<file path="src/rtl/fetch_pkg.sv">
// fetch_pkg: shared types and constants for the instruction-fetch sequencer.
//   fetch_state_t : sequencer states (HALT is only reachable when the
//                   misaligned-redirect trap is built in)
//   PC_W          : program-counter width in bits
//   INST_BYTES    : bytes per instruction, i.e. the sequential PC step
package fetch_pkg;

   localparam int PC_W       = 32;
   localparam int INST_BYTES = 4;

   typedef enum logic [1:0] {
      ST_IDLE = 2'd0,
      ST_RUN  = 2'd1,
      ST_HALT = 2'd2
   } fetch_state_t;

endpackage

</file>
<file path="src/rtl/fetch_ctrl.sv">
// fetch_ctrl: instruction-fetch sequencer for a memory with one cycle of
// registered read latency. Owns the fetch PC and drives the memory's
// flush/stall controls. It also reports which PC is currently on the memory
// output and whether that output is a real instruction or a bubble.
//
// Optional feature macro: FETCH_MISALIGN_TRAP_EN
//   defined   : misaligned redirects are refused, pulse misalign_trap and
//               park the sequencer in HALT until an aligned redirect arrives
//   undefined : redirect_pc[1:0] is forced to 00; no HALT, no trap ports
//
// Ports:
//   clk            in   system clock, rising edge
//   rst_n          in   asynchronous active-low reset
//   start          in   begin fetching (only looked at in IDLE)
//   is_stall       in   decode cannot accept an instruction this cycle
//   redirect_valid in   redirect request from execute
//   redirect_pc    in   redirect target byte address
//   imem_pc        out  fetch address to the instruction memory
//   imem_flush     out  memory flush (output register <- 0)
//   imem_stoll     out  memory stall (output register holds)
//   if_pc          out  address of the instruction on the memory output
//   if_valid       out  memory output is a real instruction
//   misalign_trap  out  one-cycle trap pulse (macro only)
//   misalign_addr  out  last refused target (macro only)
//
// State | meaning
// ------+--------------------------------------------------------------
// IDLE  | after reset; memory flushed, waiting for start
// RUN   | fetching; redirect > stall > sequential increment
// HALT  | misaligned redirect refused; flushed until an aligned redirect
module fetch_ctrl
   import fetch_pkg::*;
#(
   parameter logic [PC_W-1:0] RESET_VECTOR = 32'h0000_0000
) (
   input  logic            clk,
   input  logic            rst_n,
   input  logic            start,
   input  logic            is_stall,
   input  logic            redirect_valid,
   input  logic [PC_W-1:0] redirect_pc,
   output logic [PC_W-1:0] imem_pc,
   output logic            imem_flush,
   output logic            imem_stoll,
   output logic [PC_W-1:0] if_pc,
   output logic            if_valid
`ifdef FETCH_MISALIGN_TRAP_EN
   ,
   output logic            misalign_trap,
   output logic [PC_W-1:0] misalign_addr
`endif
);

   fetch_state_t    state_q, state_d;
   logic [PC_W-1:0] fetch_pc_q, fetch_pc_d;
   logic [PC_W-1:0] if_pc_q, if_pc_d;
   logic            if_valid_q, if_valid_d;
   logic [PC_W-1:0] redirect_tgt;

`ifdef FETCH_MISALIGN_TRAP_EN
   logic            misalign_trap_q, misalign_trap_d;
   logic [PC_W-1:0] misalign_addr_q, misalign_addr_d;
   logic            redirect_misaligned;

   assign redirect_tgt        = redirect_pc;
   assign redirect_misaligned = (redirect_pc[1:0] != 2'b00);
`else
   // Low bits are cleared rather than dropped so the whole port stays in use.
   assign redirect_tgt = redirect_pc & ~(PC_W'(INST_BYTES - 1));
`endif

   always_comb begin
      state_d    = state_q;
      fetch_pc_d = fetch_pc_q;
      if_pc_d    = if_pc_q;
      if_valid_d = if_valid_q;
      imem_flush = 1'b0;
      imem_stoll = 1'b0;
`ifdef FETCH_MISALIGN_TRAP_EN
      misalign_trap_d = 1'b0;
      misalign_addr_d = misalign_addr_q;
`endif
      case (state_q)
         ST_IDLE: begin
            imem_flush = 1'b1;
            if (start) state_d = ST_RUN;
         end
         ST_RUN: begin
            if (redirect_valid) begin
               // Redirect wins over stall: the in-flight fetch is stale anyway.
               imem_flush = 1'b1;
               if_valid_d = 1'b0;
`ifdef FETCH_MISALIGN_TRAP_EN
               if (redirect_misaligned) begin
                  misalign_trap_d = 1'b1;
                  misalign_addr_d = redirect_pc;
                  state_d         = ST_HALT;
               end else begin
                  fetch_pc_d = redirect_tgt;
               end
`else
               fetch_pc_d = redirect_tgt;
`endif
            end else if (is_stall) begin
               imem_stoll = 1'b1;
            end else begin
               if_pc_d    = fetch_pc_q;
               if_valid_d = 1'b1;
               fetch_pc_d = fetch_pc_q + PC_W'(INST_BYTES);
            end
         end
`ifdef FETCH_MISALIGN_TRAP_EN
         ST_HALT: begin
            imem_flush = 1'b1;
            if_valid_d = 1'b0;
            if (redirect_valid) begin
               if (redirect_misaligned) begin
                  misalign_trap_d = 1'b1;
                  misalign_addr_d = redirect_pc;
               end else begin
                  fetch_pc_d = redirect_tgt;
                  state_d    = ST_RUN;
               end
            end
         end
`endif
         default: begin
            imem_flush = 1'b1;
            if_valid_d = 1'b0;
            state_d    = ST_IDLE;
         end
      endcase
   end

   always_ff @(posedge clk or negedge rst_n) begin
      if (!rst_n) begin
         state_q    <= ST_IDLE;
         fetch_pc_q <= RESET_VECTOR;
         if_pc_q    <= RESET_VECTOR;
         if_valid_q <= 1'b0;
`ifdef FETCH_MISALIGN_TRAP_EN
         misalign_trap_q <= 1'b0;
         misalign_addr_q <= '0;
`endif
      end else begin
         state_q    <= state_d;
         fetch_pc_q <= fetch_pc_d;
         if_pc_q    <= if_pc_d;
         if_valid_q <= if_valid_d;
`ifdef FETCH_MISALIGN_TRAP_EN
         misalign_trap_q <= misalign_trap_d;
         misalign_addr_q <= misalign_addr_d;
`endif
      end
   end

   assign imem_pc  = fetch_pc_q;
   assign if_pc    = if_pc_q;
   assign if_valid = if_valid_q;
`ifdef FETCH_MISALIGN_TRAP_EN
   assign misalign_trap = misalign_trap_q;
   assign misalign_addr = misalign_addr_q;
`endif

endmodule

</file>
<file path="config.mk">
export PLATFORM = sky130hd
export DESIGN_NAME = fetch_ctrl
export DESIGN_NICKNAME = d
export VERILOG_FILES = /design/src/rtl/fetch_pkg.sv /design/src/rtl/fetch_ctrl.sv
export SDC_FILE = /design/constraint.sdc
export NUM_CORES = 1
export LEC_CHECK = 0
export BUFFER_PORTS_ARGS = -buffer_cell sky130_fd_sc_hd__buf_2
export CAP_MARGIN = 10
export CORE_UTILIZATION = 50
export CTS_CLUSTER_SIZE = 8
export DETAILED_ROUTE_END_ITERATION = 10
export PLACE_DENSITY = 0.76
export SETUP_SLACK_MARGIN = 0.2
export SKIP_CTS_REPAIR_TIMING = 1
export SLEW_MARGIN = 15
export SYNTH_ARGS = -nofsm -noshare
export SYNTH_HDL_FRONTEND = slang
export SYNTH_SLANG_ARGS = --single-unit
</file>
<file path="constraint.sdc">
create_clock -name clk -period 2.4 [get_ports clk]
set_clock_uncertainty 0.05 [all_clocks]
set_input_delay 0.12 -clock clk [delete_from_list [all_inputs] [get_ports clk]]
set_output_delay 0.12 -clock clk [all_outputs]
set_load 0.05 [all_outputs]
</file>
### Yosys cells after proc, flatten, opt, wreduce, memory -nomap -nowiden

Cells that the tools add are included.

* bits in registers: 67
* input bits: 37
* word-level logic and storage cells: 30

* add/subtract/negate cells: 1
* equal/unequal tests: 4
* muxes and demuxes: 12
* bitwise gates (word level): 4
* reductions and logical operators: 5

Operator list (number)
* $mux W32: 2
* $add A32 B3 Y32 const B: 1
* $mux W1: 7
* $reduce_and A2 Y1: 3
* $not A1 Y1: 4
* $pmux W2 S2: 1
* $ne A3 B3 Y1 const B: 1
* $reduce_and A3 Y1: 1
* $eq A2 B1 Y1 const B: 1
* $logic_not A2 Y1: 1
* $mux W2: 1
* $ne A2 B1 Y1 const B: 1
* $ne A2 B2 Y1 const B: 1
* $pmux W1 S2: 1

### Depth between registers and ports, before layout

Gate-level depths: netlist (run 1).

* depth after elaboration: 3
* mapped depth: 7
* gate-level depth less buffers: 6

### Least setup slack after synthesis (run 1)

Ideal clock, no wire load.

* path kind: register to register
* start: register fetch_pc_q[2] (netlist: imem_pc[2])
* end: register fetch_pc_q[20] (netlist: imem_pc[20])
* setup time: 0.065 ns
* arrival: 2.077 ns
* required time: 2.285 ns
* path slack: 0.208 ns
* stages on the path, launching flop included: 7
* path buffers: 0
* path through: dfrtp_1 -> ha_1 -> nand3_1 -> nor4_4 -> and2_1 -> a311o_1 -> o211a_1

* longest elaborated chain between the ends: 3

Ends and longest elaborated chain
* from (decl): RTL line fetch_ctrl.sv:55 `logic [PC_W-1:0] fetch_pc_q, fetch_pc_d;`
* from (signal assigned): RTL line fetch_ctrl.sv:147 `fetch_pc_q <= fetch_pc_d;`
* $add A32 B3 Y32: RTL line fetch_ctrl.sv:109 `fetch_pc_d = fetch_pc_q + PC_W'(INST_BYTES);`
* $mux W32: RTL line fetch_ctrl.sv:104 `end else if (is_stall) begin`
* $mux W32: RTL line fetch_ctrl.sv:89 `if (redirect_valid) begin`

Every way passes these cells. The select of a mux whose other input is x is not followed.
A chain may end at the register's enable or synchronous reset.

### Final worst setup path (run 1)

* start: register fetch_pc_q[8] (netlist: imem_pc[8])
* end: register fetch_pc_q[23] (netlist: imem_pc[23])

Same word-level chain as after synthesis.

==> qor.yml, run 1 <==
leakage_nw: 1.82
grt_use_total: 0.255
die_x_um: 81.8
arrival_ns: 2.22
path_max_fanout: 9
viasPerCell: 5.72
rows: 28
clock.fmax_mhz: 502
final-setup-viol-count: 0
p_per_area_mw_per_mm2: 851
hold-path-endpoint: "imem_pc[20]$_DFFE_PN0P_"
drt-initial-drc-count: 179
antennaDiodeCount: 0
hold_ws_ns: -0.0125
clk_latency_ns: 0.34
dr.pass1.iters: 4
hold_start: "redirect_pc[20]"
cpPeakStageDelay_ns: 0.51
synth_top_cell_by_area: "dfrtp_1"
rr_startpoint: "imem_pc[8]$_DFFE_PN0P_"
vias: 2795
syn_area_per_cell_um2: 10.3
yosysSeqAreaShare: 0.488
gp_routability_congestion: 0.858
cp_slowest_cell: "dfrtp_1"
io_buffers: 97
yosysWarnings: 0
grt_max_degree: 39
initial_core_util: 0.528
fin_setup_tns_ns: 0
yosys.area.top_type_share: 0.488
peakVddDrop_uv: 532
post-route-cell-area_mm2: 0.00394
grt_pass1_wl_um: 12700
drv_slew: 0
rr_worst_depth: 5
violations: "hold timing"
synth_ff_type: "dfrtp_1"
wl_per_cell_um: 15.9
rr_endpoint: "imem_pc[23]$_DFFE_PN0P_"
relSlewSlack: 0.481
hp-class: "input port to flop"
core_area_mm2: 0.00603
wirelength_um: 7790
cp-start-kind: "flop"
ys_top_cells_by_count: "dfrtp_1 (62), mux2_2 (29), a21oi_1 (26)"
drive_gt1_frac: 0.384
nets: 449
hold_viol: 1
drc: 0
synth_cell_types: 49
die_y_um: 81.8
synth_area_mm2: 0.00318
multi_input_area_mm2: 0.00153
period_share: 0.830
path_delay_family: "simple AND/OR/NAND/NOR gates"
drt.antenna.violating_nets: 0
dpl.hpwl_um: 5400
htree_levels: 3
cts_root_buffer: "clkbuf_8"
worstPathRequired_ns: 2.62
antenna_found_initial: 0
finish.utilization: 0.654
ys_async_sr_fraction: 1.00
rsz0062_at_grt: "false"
setup.worst_path.end_class: "flop"
critPathKind: "flop to flop"
grt_pass1_vias: 2669
clkTransAtPathRegs_ns: 0.06
synthCells: 310
die_area_mm2: 0.00669
boundaryPins: 104
synth-edff-count: 0
ys_top_cells_by_area: "dfrtp_1 (49%), mux2_2 (10%), a21oi_1 (4.1%)"
maxCapViolCount: 0
seq_area_mm2: 0.00155
cts_buffers: 9
status: "finished, violations left"
fillers: 504
worstMarginPinSlew_ns: 0.779
ys_seq_elements: 62
areaGrowthSynthToFinish_pct: 23.9
crit_buf_inv: 0
crit_chain: "nand4_4 > nor4_4 > nand3_2 > or4_1 > nand3_1"
yosysMostFrequentCell: "dfrtp_1"
r2r_setup_slack_ns: 0.41
cts_tree: "done"
gr-total-overflow: 0
period_needed_ns: 1.99
numClockSinks: 62
placed_area_mm2: 0.00376
whs_path_depth: 2
cts.path.max_buffers: 2
[report_power, final]
| group | total (mW) | leakage (nW) | internal, mW | switching (mW) |
|---|---|---|---|---|
| combinational | 1.21 | 1.01 | 0.313 | 0.895 |
| sequential | 1.38 | 0.722 | 1.22 | 0.163 |
| clock | 0.769 | 0.0821 | 0.388 | 0.381 |
[state kept, by name, indices dropped and copies added (netlist names)]
| name | flops |
|---|---|
| imem_pc | 30 |
| state_q | 1 |
| if_valid | 1 |
| if_pc | 30 |
[cell usage in the layout, fill, tap and decap left out, types with 2 or more instances in the layout]
| cell | n |
|---|---|
| nor3_1 | 4 |
| inv_1 | 5 |
| a21oi_1 | 26 |
| and3_1 | 3 |
| mux2_2 | 29 |
| nand4_1 | 7 |
| dfrtp_1 | 62 |
| and2_1 | 2 |
| o21ai_0 | 21 |
| nor4_1 | 6 |
| o31ai_1 | 2 |
| a22oi_1 | 3 |
| dlygate4sd3_1 | 3 |
| a211oi_1 | 2 |
| buf_4 | 8 |
| nor4_4 | 2 |
| nand2_1 | 23 |
| nand4_4 | 2 |
| or4_1 | 2 |
| nand3_1 | 14 |
| a21o_1 | 2 |
| clkinv_2 | 2 |
| nor2_1 | 21 |
| clkbuf_1 | 2 |
| conb_1 | 4 |
| buf_2 | 97 |
| o2bb2ai_1 | 6 |
| or2_2 | 2 |
| o22ai_1 | 9 |
| mux2i_1 | 10 |
| clkbuf_8 | 10 |
[how the worst max path moves through the flow]
| stage | startpoint | to | slack [ns] | depth (start not counted) |
|---|---|---|---|---|
| finish | imem_pc[8]$_DFFE_PN0P_ | imem_pc[23]$_DFFE_PN0P_ | 0.41 | 5 |
| global route | imem_pc[8]$_DFFE_PN0P_ | imem_pc[23]$_DFFE_PN0P_ | 0.20 | 5 |
| CTS | imem_pc[8]$_DFFE_PN0P_ | imem_pc[23]$_DFFE_PN0P_ | 0.40 | 5 |
| detailed placement | imem_pc[8]$_DFFE_PN0P_ | imem_pc[23]$_DFFE_PN0P_ | 0.42 | 5 |
| global placement | imem_pc[8]$_DFFE_PN0P_ | imem_pc[23]$_DFFE_PN0P_ | 0.48 | 5 |
| floorplan | imem_pc[2]$_DFFE_PN0P_ | imem_pc[20]$_DFFE_PN0P_ | 0.21 | 6 |
[metal layers]
layer | up-vias | wire [um] | share of wire | GRT usage
li1 | 1342 | - | - | -
met1 | 1323 | 3460 | 0.44 | 0.341
met2 | 114 | 3660 | 0.47 | 0.391
met3 | 16 | 489 | 0.063 | 0.0456
met4 | 0 | 185 | 0.024 | 0.135
met5 | - | 0 | 0 | 0
[cell type report]
class                      instances  share of cell area
clock buffer                      12              0.0368
clock inverter                     2             0.00254
inverter                           5             0.00476
timing repair buffer             109               0.151
tap                               75              0.0238
multi-input combinational        224               0.388
sequential                        62               0.393
[cell families after synthesis]
logic type | after synthesis | synth area share
AOI/OAI and AO/OA | 83 | 0.162
adders and majority gates | 1 | 0.00393
buffers and inverters | 27 | 0.0378
DFF | 62 | 0.488
muxes | 39 | 0.134
other | 1 | 0.00118
and+or+nand+nor | 97 | 0.173
[metrics by stage]
stage	power [mW]	cells	hold slack [ns]	setup WS, ns
2_1_floorplan	2.29	313	-0.226	0.208
3_3_place_gp	2.58	472	0.177	0.480
3_5_place_dp	2.61	472	0.191	0.418
4_1_cts	3.38	486	-0.178	0.403
5_1_grt	3.53	489	0.000764	0.202
6_report	3.36	489	-0.0125	0.408
(Power assumes the default switching activity.)
==> run 2: changes to the inputs <==
==> constraint.sdc (replaced) <==
create_clock -name clk -period 1.9 [get_ports clk]
set_clock_uncertainty 0.05 [all_clocks]
set_input_delay 0.095 -clock clk [delete_from_list [all_inputs] [get_ports clk]]
set_output_delay 0.095 -clock clk [all_outputs]
set_load 0.05 [all_outputs]
==> qor.yml, run 2 (synthesis gave the netlist of run 1 again) <==
cts_buffers: 9
io_buffers: 97
numClockSinks: 62
antenna_found_initial: 0
clk_latency_ns: 0.34
wl_per_cell_um: 15.4
clkTransAtPathRegs_ns: 0.07
die_x_um: 81.8
gr-total-overflow: 0
cts_root_buffer: "clkbuf_8"
grt_pass1_vias: 2610
grt_pass1_wl_um: 12600
dr.pass1.iters: 4
areaGrowthSynthToFinish_pct: 34.8
clock.fmax_mhz: 565
viasPerCell: 5.72
drt.antenna.violating_nets: 0
preCtsSetupSlack_ns: 0.134
rsz0062_at_grt: "true"
dpl.hpwl_um: 5380
die_y_um: 81.8
grt_use_total: 0.250
setup_ws_ns: 0.132
finalPower_mw: 4.48
core_area_mm2: 0.00603
finish.utilization: 0.712
peakVddDrop_uv: 770
crit_chain: "nand4_4 > or4_4 > nor4_4 > mux2i_1 > a21oi_1"
cp_slowest_cell: "or4_4"
antennaDiodeCount: 0
maxCapViolCount: 0
hp-class: "input port to flop"
initial_core_util: 0.528
path_max_fanout: 6
cp-start-kind: "flop"
worstPathRequired_ns: 2.08
wirelength_um: 7960
p_per_area_mw_per_mm2: 1050
arrival_ns: 1.95
period_needed_ns: 1.77
cpPeakStageDelay_ns: 0.51
drive_gt1_frac: 0.512
hold_ws_ns: -0.0322
final-setup-viol-count: 0
violations: "hold timing"
nets: 474
critPathKind: "flop to flop"
cts_tree: "done"
hold_viol: 9
boundaryPins: 104
gp_routability_congestion: 0.823
rows: 28
status: "finished, violations left"
setup.worst_path.end_class: "flop"
cts.path.max_buffers: 2
final_common_cell: "buf_2"
grt_max_degree: 63
period_share: 0.931
vias: 2952
drv_slew: 0
leakage_nw: 1.94
htree_levels: 3
die_area_mm2: 0.00669
drt-initial-drc-count: 200
drc: 0
layout_common_cells: "buf_2 (97), dfrtp_1 (37), buf_4 (31)"
fin_setup_tns_ns: 0
run 2: changes by cell type in the layout (fill, tap and decap cells not counted), sizes merged:
| cell | change |
|---|---|
| clkinv | -2 |
| dlygate4sd3 | +1 |
| buf | +24 |
| clkinvlp | +4 |
run 2: layout make-up:
class	count	area [um^2]
inverter	5	18.8
multi-input combinational	224	1600
clock buffer	12	165
tap	75	93.8
clock inverter	4	30.0
timing repair buffer	134	798
sequential	62	1580
fill	445	1740
run 2: per-layer routing:
metal / global-route usage / share of wire
met1: 0.345 / 0.45
met2: 0.382 / 0.47
met3: 0.0422 / 0.063
met4: 0.119 / 0.020
met5: 0 / 0
run 2: critical path: cells and delay by family, from the launching register on:
kind,cells,cell delay [ns]
muxes,1,0.21
AOI/OAI and AO/OA,1,0.07
DFF,1,0.43
and+or+nand+nor,3,0.89
run 2: through the flow:
step	area, um^2	hold WS, ns	std cells
final	4290	-0.0322	516
after global routing	4290	0.00590	516
after CTS	4110	-0.279	499
after detailed placement	3910	0.0854	483
after global placement	3910	0.0834	483
after floorplan	3260	-0.251	313
run 2: path summary, 6_finish.rpt:
path / from / endpoint / slack, ns / depth (start not counted)
worst max-delay path: imem_pc[16]$_DFFE_PN0P_ / imem_pc[27]$_DFFE_PN0P_ / 0.13 / 5
worst min-delay path: redirect_pc[18] / imem_pc[18]$_DFFE_PN0P_ / -0.03 / 3
worst max register to register: imem_pc[16]$_DFFE_PN0P_ / imem_pc[27]$_DFFE_PN0P_ / 0.13 / 5
worst min register to register: if_valid$_DFFE_PN0P_ / if_valid$_DFFE_PN0P_ / 0.43 / 1
max in group asynchronous: rst_n / imem_pc[20]$_DFFE_PN0P_ / 1.26 / 3
min in group asynchronous: rst_n / if_pc[4]$_DFFE_PN0P_ / 0.25 / 3
run 2: where the power goes:
part / total, mW / leakage [nW] / switching [mW] / internal [mW]
clock: 1.12 / 0.0869 / 0.538 / 0.580
sequential: 1.73 / 0.698 / 0.180 / 1.55
combinational: 1.64 / 1.15 / 1.18 / 0.461
